## src/rtl/ultrasonic_ranger_pkg.sv

```systemverilog
// Shared definitions for the ultrasonic ranger: FSM state encoding and width helpers.
package ranger_pkg;

    typedef enum logic [2:0] {
        ST_IDLE,
        ST_TRIG,
        ST_WAIT_RISE,
        ST_MEASURE,
        ST_GAP
    } state_e;

    function automatic int unsigned ch_w(input int unsigned n);
        return (n > 1) ? $clog2(n) : 1;
    endfunction

    function automatic int unsigned timer_w(input int unsigned a, input int unsigned b);
        int unsigned m;
        m = (a > b) ? a : b;
        return (m > 0) ? $clog2(m + 1) : 1;
    endfunction

endpackage

```

## src/rtl/ultrasonic_ranger_if.sv

```systemverilog
// Bundle of the ranger's control, echo and result signals.
interface ultrasonic_ranger_if #(
    parameter int unsigned N_CH  = 3,
    parameter int unsigned CNT_W = 20
);
    logic                    en;
    logic [N_CH-1:0]         echo;
    logic [N_CH-1:0]         trig;
    logic [N_CH*CNT_W-1:0]   echo_time;
    logic [N_CH-1:0]         valid;
    logic [N_CH-1:0]         timeout;
    logic                    busy;

    modport master (
        output en, echo,
        input  trig, echo_time, valid, timeout, busy
    );

    modport slave (
        input  en, echo,
        output trig, echo_time, valid, timeout, busy
    );
endinterface

```

## src/rtl/sync_2ff.sv

```systemverilog
// Two-flop synchroniser for one asynchronous input bit.
module sync_2ff (
    input  logic clk_i,
    input  logic rst_i,
    input  logic d_i,
    output logic q_o
);
    logic meta_q;

    always_ff @(posedge clk_i) begin
        if (rst_i) begin
            meta_q <= 1'b0;
            q_o    <= 1'b0;
        end else begin
            meta_q <= d_i;
            q_o    <= meta_q;
        end
    end
endmodule

```

## src/rtl/ultrasonic_ranger_core.sv

```systemverilog
// Ranging sequencer: trigger, wait for echo, time it, then idle gap, channel by channel.
module ultrasonic_ranger_core
    import ranger_pkg::*;
#(
    parameter int unsigned N_CH     = 3,
    parameter int unsigned CNT_W    = 20,
    parameter int unsigned TRIG_CYC = 500,
    parameter int unsigned TIMEOUT  = 1500000,
    parameter int unsigned GAP_CYC  = 3000000
) (
    input  logic               clk_i,
    input  logic               rst_i,
    ultrasonic_ranger_if.slave bus
);
    localparam int unsigned    CW        = ch_w(N_CH);
    localparam int unsigned    TW        = timer_w(TIMEOUT, GAP_CYC);
    localparam logic [TW-1:0]  TRIG_LAST = TW'(TRIG_CYC - 1);
    localparam logic [TW-1:0]  TO_LAST   = TW'(TIMEOUT - 1);
    localparam logic [TW-1:0]  GAP_LAST  = TW'(GAP_CYC - 1);
    localparam logic [CW-1:0]  CH_LAST   = CW'(N_CH - 1);

    logic [N_CH-1:0] es;

    for (genvar i = 0; i < N_CH; i++) begin : g_sync
        sync_2ff u_sync (
            .clk_i (clk_i),
            .rst_i (rst_i),
            .d_i   (bus.echo[i]),
            .q_o   (es[i])
        );
    end

    state_e              state_q, state_d;
    logic [CW-1:0]       ch_q, ch_d, ch_inc;
    logic [TW-1:0]       timer_q, timer_d;
    logic [CNT_W-1:0]    cnt_q, cnt_d;
    logic [N_CH-1:0]     trig_q, trig_d;
    logic [N_CH-1:0]     valid_q, valid_d;
    logic [N_CH-1:0]     tout_q, tout_d;
    logic                busy_q, busy_d;
    logic [CNT_W-1:0]    et_q [N_CH];
    logic [CNT_W-1:0]    et_d [N_CH];
    logic                finish_ok, finish_to;
    logic [N_CH*CNT_W-1:0] et_flat;

    assign ch_inc = (ch_q == CH_LAST) ? '0 : ch_q + 1'b1;

    always_comb begin
        state_d   = state_q;
        ch_d      = ch_q;
        timer_d   = timer_q;
        cnt_d     = cnt_q;
        trig_d    = trig_q;
        valid_d   = '0;
        tout_d    = tout_q;
        et_d      = et_q;
        finish_ok = 1'b0;
        finish_to = 1'b0;

        case (state_q)
            ST_IDLE: begin
                if (bus.en) begin
                    state_d = ST_TRIG;
                    timer_d = '0;
                    trig_d  = N_CH'(1) << ch_q;
                end
            end
            ST_TRIG: begin
                if (timer_q == TRIG_LAST) begin
                    trig_d  = '0;
                    state_d = ST_WAIT_RISE;
                    timer_d = '0;
                end else begin
                    timer_d = timer_q + 1'b1;
                end
            end
            ST_WAIT_RISE: begin
                // The rise cycle itself is the first counted high cycle.
                if (es[ch_q]) begin
                    state_d = ST_MEASURE;
                    cnt_d   = CNT_W'(1);
                    timer_d = '0;
                end else if (timer_q == TO_LAST) begin
                    finish_to = 1'b1;
                end else begin
                    timer_d = timer_q + 1'b1;
                end
            end
            ST_MEASURE: begin
                if (!es[ch_q]) begin
                    finish_ok = 1'b1;
                end else if (timer_q == TO_LAST) begin
                    finish_to = 1'b1;
                end else begin
                    timer_d = timer_q + 1'b1;
                    if (cnt_q != '1) cnt_d = cnt_q + 1'b1;
                end
            end
            ST_GAP: begin
                if (timer_q == GAP_LAST) begin
                    ch_d    = ch_inc;
                    timer_d = '0;
                    if (bus.en) begin
                        state_d = ST_TRIG;
                        trig_d  = N_CH'(1) << ch_inc;
                    end else begin
                        state_d = ST_IDLE;
                    end
                end else begin
                    timer_d = timer_q + 1'b1;
                end
            end
            default: state_d = ST_IDLE;
        endcase

        if (finish_ok || finish_to) begin
            et_d[ch_q]    = finish_to ? '1 : cnt_q;
            valid_d[ch_q] = 1'b1;
            tout_d[ch_q]  = finish_to;
            state_d       = ST_GAP;
            timer_d       = '0;
        end

        busy_d = (state_d != ST_IDLE);
    end

    always_ff @(posedge clk_i) begin
        if (rst_i) begin
            state_q <= ST_IDLE;
            ch_q    <= '0;
            timer_q <= '0;
            cnt_q   <= '0;
            trig_q  <= '0;
            valid_q <= '0;
            tout_q  <= '0;
            busy_q  <= 1'b0;
            et_q    <= '{default: '0};
        end else begin
            state_q <= state_d;
            ch_q    <= ch_d;
            timer_q <= timer_d;
            cnt_q   <= cnt_d;
            trig_q  <= trig_d;
            valid_q <= valid_d;
            tout_q  <= tout_d;
            busy_q  <= busy_d;
            et_q    <= et_d;
        end
    end

    always_comb begin
        et_flat = '0;
        for (int unsigned i = 0; i < N_CH; i++) begin
            et_flat[i*CNT_W +: CNT_W] = et_q[i];
        end
    end

    assign bus.trig      = trig_q;
    assign bus.valid     = valid_q;
    assign bus.timeout   = tout_q;
    assign bus.busy      = busy_q;
    assign bus.echo_time = et_flat;
endmodule

```

## src/rtl/ultrasonic_ranger.sv

```systemverilog
// Multi-channel ultrasonic ranger top: flat ports bridged onto the internal bus.
module ultrasonic_ranger #(
    parameter int unsigned N_CH     = 3,
    parameter int unsigned CNT_W    = 20,
    parameter int unsigned TRIG_CYC = 500,
    parameter int unsigned TIMEOUT  = 1500000,
    parameter int unsigned GAP_CYC  = 3000000
) (
    input  logic                  clk,
    input  logic                  rst,
    input  logic                  en,
    input  logic [N_CH-1:0]       echo,
    output logic [N_CH-1:0]       trig,
    output logic [N_CH*CNT_W-1:0] echo_time,
    output logic [N_CH-1:0]       valid,
    output logic [N_CH-1:0]       timeout,
    output logic                  busy
);
    ultrasonic_ranger_if #(.N_CH(N_CH), .CNT_W(CNT_W)) bus ();

    assign bus.en    = en;
    assign bus.echo  = echo;
    assign trig      = bus.trig;
    assign echo_time = bus.echo_time;
    assign valid     = bus.valid;
    assign timeout   = bus.timeout;
    assign busy      = bus.busy;

    ultrasonic_ranger_core #(
        .N_CH     (N_CH),
        .CNT_W    (CNT_W),
        .TRIG_CYC (TRIG_CYC),
        .TIMEOUT  (TIMEOUT),
        .GAP_CYC  (GAP_CYC)
    ) u_core (
        .clk_i (clk),
        .rst_i (rst),
        .bus   (bus.slave)
    );
endmodule

```

## config.mk

```make
export PLATFORM = sky130hd
export DESIGN_NAME = ultrasonic_ranger
export DESIGN_NICKNAME = d
export VERILOG_FILES = /design/src/rtl/ultrasonic_ranger_pkg.sv /design/src/rtl/ultrasonic_ranger_if.sv /design/src/rtl/sync_2ff.sv /design/src/rtl/ultrasonic_ranger_core.sv /design/src/rtl/ultrasonic_ranger.sv
export SDC_FILE = /design/constraint.sdc
export NUM_CORES = 1
export LEC_CHECK = 0
export ABC_AREA = 1
export CORE_UTILIZATION = 39
export DETAILED_ROUTE_END_ITERATION = 6
export GPL_ROUTABILITY_DRIVEN = 1
export GPL_TIMING_DRIVEN = 0
export SLEW_MARGIN = 20
export SYNTH_ARGS = -nofsm -noshare
export SYNTH_HDL_FRONTEND = slang
export SYNTH_SLANG_ARGS = --single-unit
```

## constraint.sdc

```tcl
create_clock -name clk -period 2.2 [get_ports clk]
set_clock_uncertainty 0.15 [all_clocks]
set_input_delay 0.44 -clock clk [delete_from_list [all_inputs] [get_ports clk]]
set_output_delay 0.44 -clock clk [all_outputs]
set_load 0.02 [all_outputs]
```

Word-level counts from Yosys, hierarchy flattened
Cells that the tools add are included.
Word-level totals
  flip-flop bits (word level): 123
  input bits: 6
  output and inout bits: 70
  word-level logic and storage cells: 99
Operators by class
  muxes and demuxes: 40
  order comparisons: 4
  reduce and logical (&&, ||, !) cells: 14
  equality and inequality tests: 17
  add/subtract/negate cells: 3
  bitwise logic cells: 2
  shift-type cells: 2
Operators by type and width (count)
  two-way mux 22 bit: 6
  two-way mux 20 bit: 6
  case mux 22 bit (5 select lines): 1
  bitwise mux 60 bit: 1
  demux 20 bit (select 2 bit): 1
  case mux 20 bit (2 select lines): 1
  two-way mux 3 bit: 9
  adder 22 x 1 -> 22 bit (second input constant): 1
  equality test 22 x 21 -> 1 bit (second input constant): 1
  equality test 22 bit (second input constant): 1
  equality test 22 x 9 -> 1 bit (second input constant): 1
  adder 20 x 1 -> 20 bit (second input constant): 1
  != test 20 bit (second input constant): 1
  case mux 3 bit (5 select lines): 1
  != test 2 x 1 -> 1 bit (second input constant): 5
  AND reduction 5 bit: 2
  case mux 3 bit (3 select lines): 1
  two-way mux 1 bit: 8
  equality test 3 x 2 -> 1 bit (second input constant): 2
  != test 2 bit (second input constant): 3
  nonzero test 3 bit: 2
  left shift 1 x 2 -> 3 bit (first input constant): 2
  nonzero test 5 bit: 1
  OR reduction 2 bit: 2
  21 further kinds: 22

Logic depth before layout (Yosys ltp)
Gate-level depths: netlist of run 1.
  depth in word-level cells: 7
  mapped depth: 13

Modules after synthesis
Synthesis of run 1 repeated with hierarchy kept, for this count alone.
Second synthesis, totals
  cells, all modules: 1040
  area, all modules: 6496.2 sq um
Modules (own cells, without submodules)
  ultrasonic_ranger_core: times used 1, cells an instance 1022, sequential area each 2342.2 sq um, area each 6331.1 sq um
  sync_2ff: times used 3, cells an instance 6, sequential area each 40.0 sq um, area each 55.1 sq um

Least setup slack after synthesis of run 1
OpenSTA, ideal clock, no wires.
  path type: reg-to-reg
  from: reg u_core.cnt_q[0]
  to: reg u_core.cnt_q[2]
  clock period less this slack: 2.064 ns
  required time: 1.918 ns
  stages on the path, launching flop included: 12
  arrival time: 1.782 ns
  path slack: 0.136 ns
  path buffers: 1
  path through: dfxtp_1 -> ha_1 -> nand3_1 -> nor2_1 -> nand3_1 -> nor3_1 -> nand2_1 -> nand3_1 -> nand2_1 -> buf_2 -> nand2_1 -> a21oi_1
Between the ends
  cells in the longest elaborated chain, start to end: 5
  elaborated cells on any way between the ends: 8
  classes of those cells: 1 x add/sub; 2 x eq/ne; 4 x mux; 1 x reduce/logical
RTL lines
  from (decl): line ultrasonic_ranger_core.sv:36  | logic [CNT_W-1:0] cnt_q, cnt_d;
  from (signal assigned): line ultrasonic_ranger_core.sv:142  | cnt_q <= cnt_d;
  adder 20 x 1 -> 20 bit: line ultrasonic_ranger_core.sv:96  | if (cnt_q != '1) cnt_d = cnt_q + 1'b1;
  two-way mux 20 bit: line ultrasonic_ranger_core.sv:96
  two-way mux 20 bit: line ultrasonic_ranger_core.sv:92  | end else if (timer_q == TO_LAST) begin
  two-way mux 20 bit: line ultrasonic_ranger_core.sv:90  | if (!es[ch_q]) begin
  case mux 20 bit (2 select lines): line ultrasonic_ranger_core.sv:60  | case (state_q)
Parallel ways exist; a longest one is shown, timed or not. The select of a mux whose other input is x is not followed.
A chain may end at the register's enable or synchronous reset.

Worst setup path in the final report of run 1
  from: reg u_core.ch_q[0]
  to: reg u_core.cnt_q[1]
Between the ends
  cells in the longest elaborated chain, start to end: 4
  elaborated cells on any way between the ends: 5
  classes of those cells: 2 x eq/ne; 2 x mux; 1 x reduce/logical
RTL lines
  from (decl): line ultrasonic_ranger_core.sv:34  | logic [CW-1:0] ch_q, ch_d, ch_inc;
  from (signal assigned): line ultrasonic_ranger_core.sv:140  | ch_q <= ch_d;
  binary-select mux 1 bit (select 2 bit) (*): line ultrasonic_ranger_core.sv:79, ultrasonic_ranger_core.sv:90
  two-way mux 1 bit (implied by the code) (*): line ultrasonic_ranger_core.sv:79, ultrasonic_ranger_core.sv:90
  != test 2 x 1 -> 1 bit (no source line)
  AND reduction 5 bit (no source line) (*)
Every way passes the cells marked *; elsewhere a longest branch is shown, timed or not. The select of a mux whose other input is x is not followed.

==> impl_metrics.yaml, run 1 <==
grt:
  antenna_found_initial: 0
  gr-total-overflow: 0
  first_global_vias: 6528
  grt_first_pass_wirelength_mm: 34.7
  grt_max_degree: 17
  grt_usage_pct: 25.2
route:
  routed-via-count: 7193
  ant_nets: 0
  wl_per_cell_um: 15.6
  drt_iter0_drc: 710
  drt_wl_total_mm: 21.7
  viasPerCell: 5.17
  drc: 0
  drt-pass1-iter-count: 5
floorplanning:
  core-area_sq_um: 16600
  die_w_um: 133
  rows: 47
  die_area_sq_um: 17600
  start_util_pct: 40.1
  die_h_um: 133
  pin_count: 76
worst_hold_path:
  holdPathEnd: "u_core.g_sync[1].u_sync.q_o"
  hold_start: "u_core.g_sync[1].u_sync.meta_q"
  hp-class: "register to register"
  holdPathStages: 2
placed_design:
  io_buffers: 74
  hpwl_mm: 16.0
  gp_congestion: 0.939
  placed_area_sq_um: 7660
sta:
  setup_viol: 0
  maxSlewHeadroom_pct: 52.8
  finalCritPeriodShare_pct: 95.2
  max_freq_mhz: 477
  tightest_slew_ns: 0.708
  holdWs_ns: 0.252
  hold_viol: 0
  slew_viol_final: 0
  min_period_ns: 2.09
final_layout:
  final_util_pct: 52.2
  drive_gt1_share_pct: 10.8
  finalInstanceArea_sq_um: 8650
  synthToLayoutAreaGrowth_pct: 30.2
  fillers: 1734
  multi_input_area_sq_um: 3580
  finalNetCount: 1167
  diodes: 0
  register_area_sq_um: 2480
worst_setup_path:
  critical_path_required_ns: 2.36
  crit_arrival_ns: 2.26
  r2r_cells: 11
  r2r_slack_ns: 0.11
  critPathMaxFanout: 10
  crit_type: "register to register"
  timing.rr.end: "u_core.cnt_q[1]"
  worstSetupEndpointType: "register"
  worstReg2RegStart: "u_core.ch_q[0]"
  start_kind: "register"
synth:
  syn-cell-area_sq_um: 6640
  yosysWarnings: 0
  ys_ff_latch: 123
  synth_top_area_share_pct: 37.1
  synth_edf_count: 0
  synth-async-reset-ratio_pct: 0
  synth_cell_types: 28
  synthCells: 1051
  synthTopCellsByArea: "dfxtp_1 37%, nand2_1 15%, inv_1 8.7%"
  syn_nets: 1059
  yosysSeqAreaShare_pct: 37.1
  synth_area_leader_cell: "dfxtp_1"
  postSynthAreaPerCell_sq_um: 6.32
  ys.flop_type: "dfxtp_1"
clocking:
  clock-root-buffer: "clkbuf_16"
  clk_latency_ns: 0.43
  clk_path_buf_depth: 2
  htreeDepth: 4
  clk_pin_slew_ns: 0.06
  cts_sinks: 123
  cts_buffers: 17
  cts_tree: "yes"
pwr:
  switching_share_pct: 25.1
  clock_power_share_pct: 52.8
  p_leak_nw: 3.25
  comb_power_share_pct: 5.3
  p_switching_mw: 1.34
  finalPower_mw: 5.36
  p_per_area_nw_per_um2: 619
  ir_drop_v: 0.000567
  internal_power_mw: 4.02
  p_seq_share_pct: 42.0
job:
  maxCapViolations: 0
run_status:
  status: "finished clean"
-- cell usage in the layout (no fill, tap or decap), drive strengths merged --
cell type and count:
xor2 19, nand2 258, o21a 1, nand4 80, a21oi 113, nand3b 2
maj3 1, clkinv 8, nor3 15, bufinv 2, inv 161, or2 1
dfxtp 123, o21ai 24, buf 31, ha 2, clkbuf 54, a22oi 1
and2 1, clkdlybuf4s50 74, and3 1, nor3b 3, o21bai 2, nand3 82
nor2 113
-- flip-flops by register name, indices dropped and copies added, names as in the netlist, 3 cells and up --
register	flops
u_core.cnt_q	20
u_core.bus.echo_time	60
u_core.g_sync.u_sync.q_o	3
u_core.bus.trig	3
u_core.state_q	3
u_core.bus.timeout	3
u_core.timer_q	22
u_core.g_sync.u_sync.meta_q	3
u_core.bus.valid	3
-- critical path, cell delays in order, from the launching register on --
cell      delay (ns)
dfxtp_4         0.39
inv_1           0.09
nor2_4          0.17
nand2_1         0.12
nand3_4         0.12
nand2_1         0.11
inv_2           0.09
nand2_1         0.08
buf_2           0.20
clkbuf_4        0.21
a22oi_1         0.18
nor2_1          0.07
-- layout make-up --
class | instances | share of cell area (%)
timing repair buffer | 89 | 9.86
multi-input combinational | 719 | 41.4
tap | 220 | 3.18
inverter | 156 | 6.77
sequential | 123 | 28.7
buffer | 53 | 3.30
clock inverter | 15 | 1.91
clock buffer | 17 | 4.92
-- per-stage QoR --
| step | TNS, ns | worst slack (ns) | cells |
|---|---|---|---|
| floorplan | 0 | 0.136 | 1051 |
| global placement | -43.42 | -0.570 | 1345 |
| detailed placement | -43.34 | -0.610 | 1345 |
| CTS | 0 | 0.00958 | 1379 |
| global route | -0.304 | -0.0358 | 1392 |
| finish | 0 | 0.106 | 1392 |
-- metal layers --
metal	up-vias	wire length, um	track usage (%)
met5	-	0	0
met4	0	367	9.07
met3	32	1810	5.59
met2	280	9140	36.3
met1	3271	10400	36.6
li1	3610	-	-
-- worst max-delay path by stage --
stage                  startpoint                       end  slack [ns]  cells after the start
6_report           u_core.ch_q[0]           u_core.cnt_q[1]        0.11                     11
5_1_grt         u_core.state_q[2]  u_core.bus.echo_time[56]       -0.04                     10
4_1_cts        u_core.timer_q[16]        u_core.timer_q[18]        0.01                     12
3_5_place_dp    u_core.timer_q[1]         u_core.timer_q[7]       -0.61                     11
3_3_place_gp    u_core.timer_q[1]         u_core.timer_q[8]       -0.57                     11
2_1_floorplan     u_core.cnt_q[0]           u_core.cnt_q[2]        0.14                     11
-- power by group through the flow --
stage	Combinational, mW	Sequential (mW)	Clock (mW)
after detailed placement	0.251	2.30	0
after global placement	0.252	2.30	0
after CTS	0.264	2.25	2.85
after global routing	0.312	2.25	2.97
final	0.283	2.25	2.83
after floorplan	0.158	2.30	0
-- what timing repair did --
item                       CTS  global route
setup buffers                2            13
pin swaps                    3            10
setup endpoints to repair  115           109
resized for setup           44            58
hold buffers                 0             0
-- cells in the mapped netlist (3+ instances only) --
cell type / n
xor2_1: 19
a21oi_1: 113
nor2_2: 5
buf_1: 4
o21ai_0: 24
nor3b_1: 3
nand4_1: 80
nor2_1: 108
nand3_1: 81
inv_1: 154
dfxtp_1: 123
nor3_1: 15
buf_2: 16
nand2_1: 257
clkbuf_1: 32
-- cell families after synthesis --
| family | Yosys count | synth area share (%) |
|---|---|---|
| xor gates and xnor gates | 19 | 2.51 |
| adders and majority gates | 3 | 0.527 |
| buffers and inverters | 209 | 12.2 |
| and+or+nand+nor | 556 | 37.0 |
| DFF | 123 | 37.1 |
| AOI/OAI and AO/OA | 141 | 10.8 |
(Power assumes the default switching activity.)
==> run 2: changes to the inputs <==
--- a/config.mk
+++ b/config.mk
@@ -5,7 +5,6 @@
 export SDC_FILE = /design/constraint.sdc
 export NUM_CORES = 1
 export LEC_CHECK = 0
-export ABC_AREA = 1
 export CORE_UTILIZATION = 39
 export DETAILED_ROUTE_END_ITERATION = 6
 export GPL_ROUTABILITY_DRIVEN = 1
==> run 2 against run 1 <==
  * The run now ends with negative setup slack left
  * Combinational power up 26%
  * Synthesized cell count fell by 37%
  * Synthesized area shrank 14%
  * Utilization is 8.0 points higher
  * Via count is 21% lower
  * Setup slack worse by 0.44 ns
  * Routed wire length shrank 13%
  * Cell count fell by 29%
  * Power up 5.1%
  * Fmax down 17%
  * Critical path type unchanged
  * Highest routed layer unchanged
==> impl_metrics.yaml, run 2 <==
sta:
  max_freq_mhz: 394
  slew_viol_final: 0
  fin_ws_ns: -0.339
  setup_viol: 101
  tns_ns: -23.66
  hold_viol: 0
  rsz0062_at_grt: "yes"
  maxSlewHeadroom_pct: 60.1
  tightest_slew_ns: 0.599
  finalCritPeriodShare_pct: 115
  holdWs_ns: 0.288
  min_period_ns: 2.54
grt:
  antenna_found_initial: 0
  grt_usage_pct: 25.2
  gr-total-overflow: 0
  grt_first_pass_wirelength_mm: 28.8
  first_global_vias: 5458
  grt_max_degree: 17
floorplanning:
  die_h_um: 123
  pin_count: 76
  core-area_sq_um: 14100
  die_w_um: 123
  rows: 43
  die_area_sq_um: 15100
  start_util_pct: 40.5
run_status:
  status: "finished with violations"
  violations: "negative setup slack"
final_layout:
  fillers: 1237
  finalInstanceArea_sq_um: 8490
  drive_gt1_share_pct: 24.0
  register_area_sq_um: 2490
  finalNetCount: 809
  layout_common_cells: "108 x dfxtp_1, 99 x nand2_1, 75 x clkdlybuf4s50_1"
  synthToLayoutAreaGrowth_pct: 48.8
  multi_input_area_sq_um: 3460
  final_util_pct: 60.2
  finalNonFillerCells: 994
  diodes: 0
  layout_commonest_cell: "dfxtp_1"
  largest_reg_flops: 60
route:
  maxUsedRoutingLayer: "met4"
  ant_nets: 0
  drt_wl_total_mm: 18.8
  drc: 0
  wl_met2_mm: 8.92
  wl_per_cell_um: 18.9
  drt-met1-wl_mm: 8.49
  viasPerCell: 5.74
  routed-via-count: 5706
  wl_met3_mm: 1.13
  drt-pass1-iter-count: 5
  drt_iter0_drc: 445
clocking:
  clk_path_buf_depth: 2
  clk_latency_ns: 0.43
  htreeDepth: 4
  clock-root-buffer: "clkbuf_16"
  cts_hold_buf: 0
  cts_buffers: 17
  cts_sinks: 123
  cts_tree: "yes"
  clk_pin_slew_ns: 0.06
placed_design:
  placed_cells: 920
  io_buffers: 75
  gp_congestion: 0.911
  hpwl_mm: 12.1
  dpl_worst_slack_ns: -0.918
  placed_area_sq_um: 6760
synth:
  synthTopCellsByArea: "dfxtp_1 43%, mux2i_1 11%, nand2_1 6.7%"
  synthCells: 665
  synth_top_area_share_pct: 43.2
  yosysSeqAreaShare_pct: 43.2
  synth_edf_count: 0
  yosysWarnings: 0
  ys_ff_latch: 123
  syn-cell-area_sq_um: 5700
  ys.flop_type: "dfxtp_1"
  postSynthAreaPerCell_sq_um: 8.58
  synth_cell_types: 64
  synth_common_cells: "123 x dfxtp_1, 102 x nand2_1, 65 x mux2i_1"
  syn_nets: 673
  yosysMostFrequentCell: "dfxtp_1"
  synth_area_leader_cell: "dfxtp_1"
  synth-async-reset-ratio_pct: 0
pwr:
  p_per_area_nw_per_um2: 664
  p_leak_nw: 3.33
  ir_drop_v: 0.000590
  finalPower_mw: 5.63
worst_setup_path:
  r2r_slack_ns: -0.34
  r2r_cells: 11
  critPathMaxFanout: 6
  crit_type: "register to register"
  timing.rr.end: "u_core.bus.echo_time[21]"
  critPathLaunch: "u_core.timer_q[1]"
  crit_end: "u_core.bus.echo_time[21]"
  worstReg2RegStart: "u_core.timer_q[1]"
  worstSetupEndpointType: "register"
  start_kind: "register"
  crit_arrival_ns: 2.68
  critical_path_required_ns: 2.34
job:
  maxCapViolations: 0
worst_hold_path:
  hp-class: "register to register"
-- run 2: worst max-delay path, cell delays in order, from the launching register on --
cell	delay, ns
dfxtp_4	0.37
ha_4	0.15
and4_1	0.22
buf_6	0.13
nand4_1	0.12
buf_4	0.18
nor2_4	0.15
maj3_2	0.27
buf_6	0.12
nand3_4	0.18
clkbuf_16	0.24
mux2i_1	0.11
-- run 2: worst min-delay path by stage --
| stage | startpoint | to | slack [ns] | depth (start not counted) |
|---|---|---|---|---|
| detailed placement | u_core.g_sync[2].u_sync.meta_q | u_core.g_sync[2].u_sync.q_o | 0.28 | 1 |
| floorplan | u_core.g_sync[0].u_sync.meta_q | u_core.g_sync[0].u_sync.q_o | 0.26 | 1 |
| global placement | u_core.g_sync[0].u_sync.meta_q | u_core.g_sync[0].u_sync.q_o | 0.27 | 1 |
| CTS | u_core.g_sync[2].u_sync.meta_q | u_core.g_sync[2].u_sync.q_o | 0.29 | 1 |
| finish | u_core.g_sync[0].u_sync.meta_q | u_core.g_sync[0].u_sync.q_o | 0.29 | 1 |
| global route | u_core.g_sync[0].u_sync.meta_q | u_core.g_sync[0].u_sync.q_o | 0.30 | 1 |
-- run 2: cells by family after synthesis --
group                    count (synthesis)  share of synthesized area [%]
multiplexers                            65                           11.4
AO/OA/AOI/OAI                          139                           15.2
AND/OR/NAND/NOR                        266                           23.6
buffers and inverters                   56                           3.97
XOR/XNOR                                13                           2.00
flip-flops                             123                           43.2
adder cells (fa/ha/maj)                  3                          0.614
-- run 2: final cells by class --
cell class              instances  share of cell area, %
repair buffers                123                   15.6
clock buffers                  20                   5.38
well taps                     180                   2.65
flip-flops and latches        123                   29.3
inverters                      10                  0.442
clock inverters                12                   2.20
multi-input cells             487                   40.8
plain buffers                  39                   3.60
-- run 2: where the power goes --
| group | total [mW] | internal (mW) | switching (mW) |
|---|---|---|---|
| combinational | 0.356 | 0.135 | 0.221 |
| sequential | 2.24 | 2.24 | 0.00785 |
| clock | 3.03 | 1.97 | 1.07 |
| total | 5.63 | 4.34 | 1.30 |
-- run 2: repair_timing --
action                     CTS  global route
cloned                       5             4
pin swaps                   24            25
setup endpoints to repair  113           114
gates resized for setup    104            65
buffers inserted            22            20
-- run 2: metal layers --
layer  up-vias  GRT usage [%]
met4         0           8.23
met2       193           39.3
li1       2701              -
met3        22           6.55
met5         -              0
met1      2790           33.7
==> run 3: changes to the inputs <==
--- a/config.mk
+++ b/config.mk
@@ -5,6 +5,7 @@
 export SDC_FILE = /design/constraint.sdc
 export NUM_CORES = 1
 export LEC_CHECK = 0
+export ABC_CLOCK_PERIOD_IN_PS = 2200
 export CORE_UTILIZATION = 39
 export DETAILED_ROUTE_END_ITERATION = 6
 export GPL_ROUTABILITY_DRIVEN = 1
@@ -13,3 +14,4 @@
 export SYNTH_ARGS = -nofsm -noshare
 export SYNTH_HDL_FRONTEND = slang
 export SYNTH_SLANG_ARGS = --single-unit
+export TNS_END_PERCENT = 5
==> run 3 against run 2 <==
  * The run still ends with negative setup slack left
  * First-iteration DRC count decreased by 11%
  * Sequential share of layout area increased by 2.3 points
  * Die area is the same
  * Utilization down 4.5 points
  * Worst hold slack worse by 0.0021 ns
  * Combinational power is 19% lower
  * Fmax rose by 3.8%
  * Global-route usage down 1.3 points
  * Largest cell class unchanged
  * Largest power group unchanged
  * Highest routed layer unchanged
==> impl_metrics.yaml, run 3 (synthesized netlist as in run 2, its figures left out) <==
worst_hold_path:
  hp-class: "register to register"
sta:
  maxSlewHeadroom_pct: 54.7
  setup_viol: 87
  tns_ns: -7.23
  max_freq_mhz: 409
  slew_viol_final: 0
  holdWs_ns: 0.286
  rsz0062_at_grt: "yes"
  hold_viol: 0
  min_period_ns: 2.45
  fin_ws_ns: -0.245
  finalCritPeriodShare_pct: 111
  tightest_slew_ns: 0.679
grt:
  grt_first_pass_wirelength_mm: 27.6
  gr-total-overflow: 0
  antenna_found_initial: 0
  grt_max_degree: 17
  first_global_vias: 5377
  grt_usage_pct: 23.8
floorplanning:
  core-area_sq_um: 14100
  die_area_sq_um: 15100
  rows: 43
  die_h_um: 123
  start_util_pct: 40.5
  pin_count: 76
  die_w_um: 123
clocking:
  cts_hold_buf: 0
  cts_buffers: 17
  clk_latency_ns: 0.42
  clock-root-buffer: "clkbuf_16"
  cts_tree: "yes"
  clk_pin_slew_ns: 0.06
  clk_path_buf_depth: 2
  cts_sinks: 123
  htreeDepth: 4
placed_design:
  io_buffers: 75
  gp_congestion: 0.878
  placed_cells: 920
  hpwl_mm: 11.9
  dpl_worst_slack_ns: -0.781
final_layout:
  finalNetCount: 782
  synthToLayoutAreaGrowth_pct: 37.7
  diodes: 0
  finalNonFillerCells: 967
  drive_gt1_share_pct: 18.9
  largest_reg_flops: 60
  layout_commonest_cell: "dfxtp_1"
  layout_common_cells: "109 x dfxtp_1, 101 x nand2_1, 75 x clkdlybuf4s50_1"
worst_setup_path:
  critical_path_required_ns: 2.39
  start_kind: "register"
  crit_arrival_ns: 2.64
  critPathMaxFanout: 7
  worstSetupEndpointType: "register"
  crit_type: "register to register"
pwr:
  ir_drop_v: 0.000497
  finalPower_mw: 5.35
  p_per_area_nw_per_um2: 681
  p_leak_nw: 3.08
route:
  wl_met2_mm: 8.10
  routed-via-count: 5555
  drt_iter0_drc: 397
  viasPerCell: 5.74
  maxUsedRoutingLayer: "met4"
  ant_nets: 0
  drt-met1-wl_mm: 8.05
  drt_wl_total_mm: 17.2
  wl_per_cell_um: 17.8
  drt-pass1-iter-count: 5
  drc: 0
  wl_met3_um: 812
run_status:
  status: "finished with violations"
  violations: "negative setup slack"
job:
  maxCapViolations: 0
[run 3: cell count changes in the layout (fill, tap and decap cells not counted), moves of 3 or more]
| cell | delta |
|---|---|
| a21oi_1 | +4 |
| a21oi_2 | -4 |
| a41oi_1 | +3 |
| a41oi_2 | -3 |
| buf_12 | -5 |
| buf_16 | -4 |
| buf_4 | -5 |
| buf_6 | -11 |
| clkbuf_4 | +5 |
| inv_6 | +3 |
| o21ai_0 | -7 |
| o21ai_1 | +8 |
[run 3: path summary, 6_finish.rpt]
path,start,endpoint,slack [ns],cells past startpoint
worst max-delay path,u_core.timer_q[3],u_core.bus.trig[1],-0.25,6
worst min-delay path,u_core.g_sync[2].u_sync.meta_q,u_core.g_sync[2].u_sync.q_o,0.29,1
worst max register to register,u_core.timer_q[3],u_core.bus.trig[1],-0.25,6
worst min register to register,u_core.g_sync[2].u_sync.meta_q,u_core.g_sync[2].u_sync.q_o,0.29,1
[run 3: power breakdown]
group | switching [mW] | internal (mW)
registers | 0.00460 | 2.24
clock network | 1.09 | 1.72
logic | 0.194 | 0.0955
[run 3: layout make-up]
cell class / instances / area (sq um)
multi-input combinational: 486 / 3290
inverter: 10 / 37.5
fill: 1269 / 6240
clock inverter: 14 / 159
buffer: 40 / 285
clock buffer: 18 / 439
sequential: 123 / 2480
tap: 180 / 225
timing repair buffer: 96 / 927
[run 3: per-layer routing]
layer / global-route usage [%] / vias to the layer above
met4: 9.22 / 0
met2: 37.7 / 163
met1: 32.1 / 2734
met3: 4.52 / 21
li1: - / 2637
met5: 0 / -
[run 3: what timing repair did]
item	CTS	global route
resized for setup	110	22
setup buffers	16	5
pin swaps	14	6
hold endpoints to repair	0	0
endpoints found under the setup margin	113	114
[run 3: critical path: stages (launching register included)]
cell,delay [ns]
dfxtp_1,0.38
nor4_1,0.30
nand4_1,0.20
or4_4,0.46
a221o_1,0.35
or4_1,0.40
a21oi_1,0.13
[run 3: stage by stage]
stage / cell area [sq um] / util, %
floorplan: 5730 / -
global placement: 6710 / 47.6
detailed placement: 6710 / 47.6
CTS: 7770 / 55.1
global route: 7850 / 55.7
finish: 7850 / 55.7
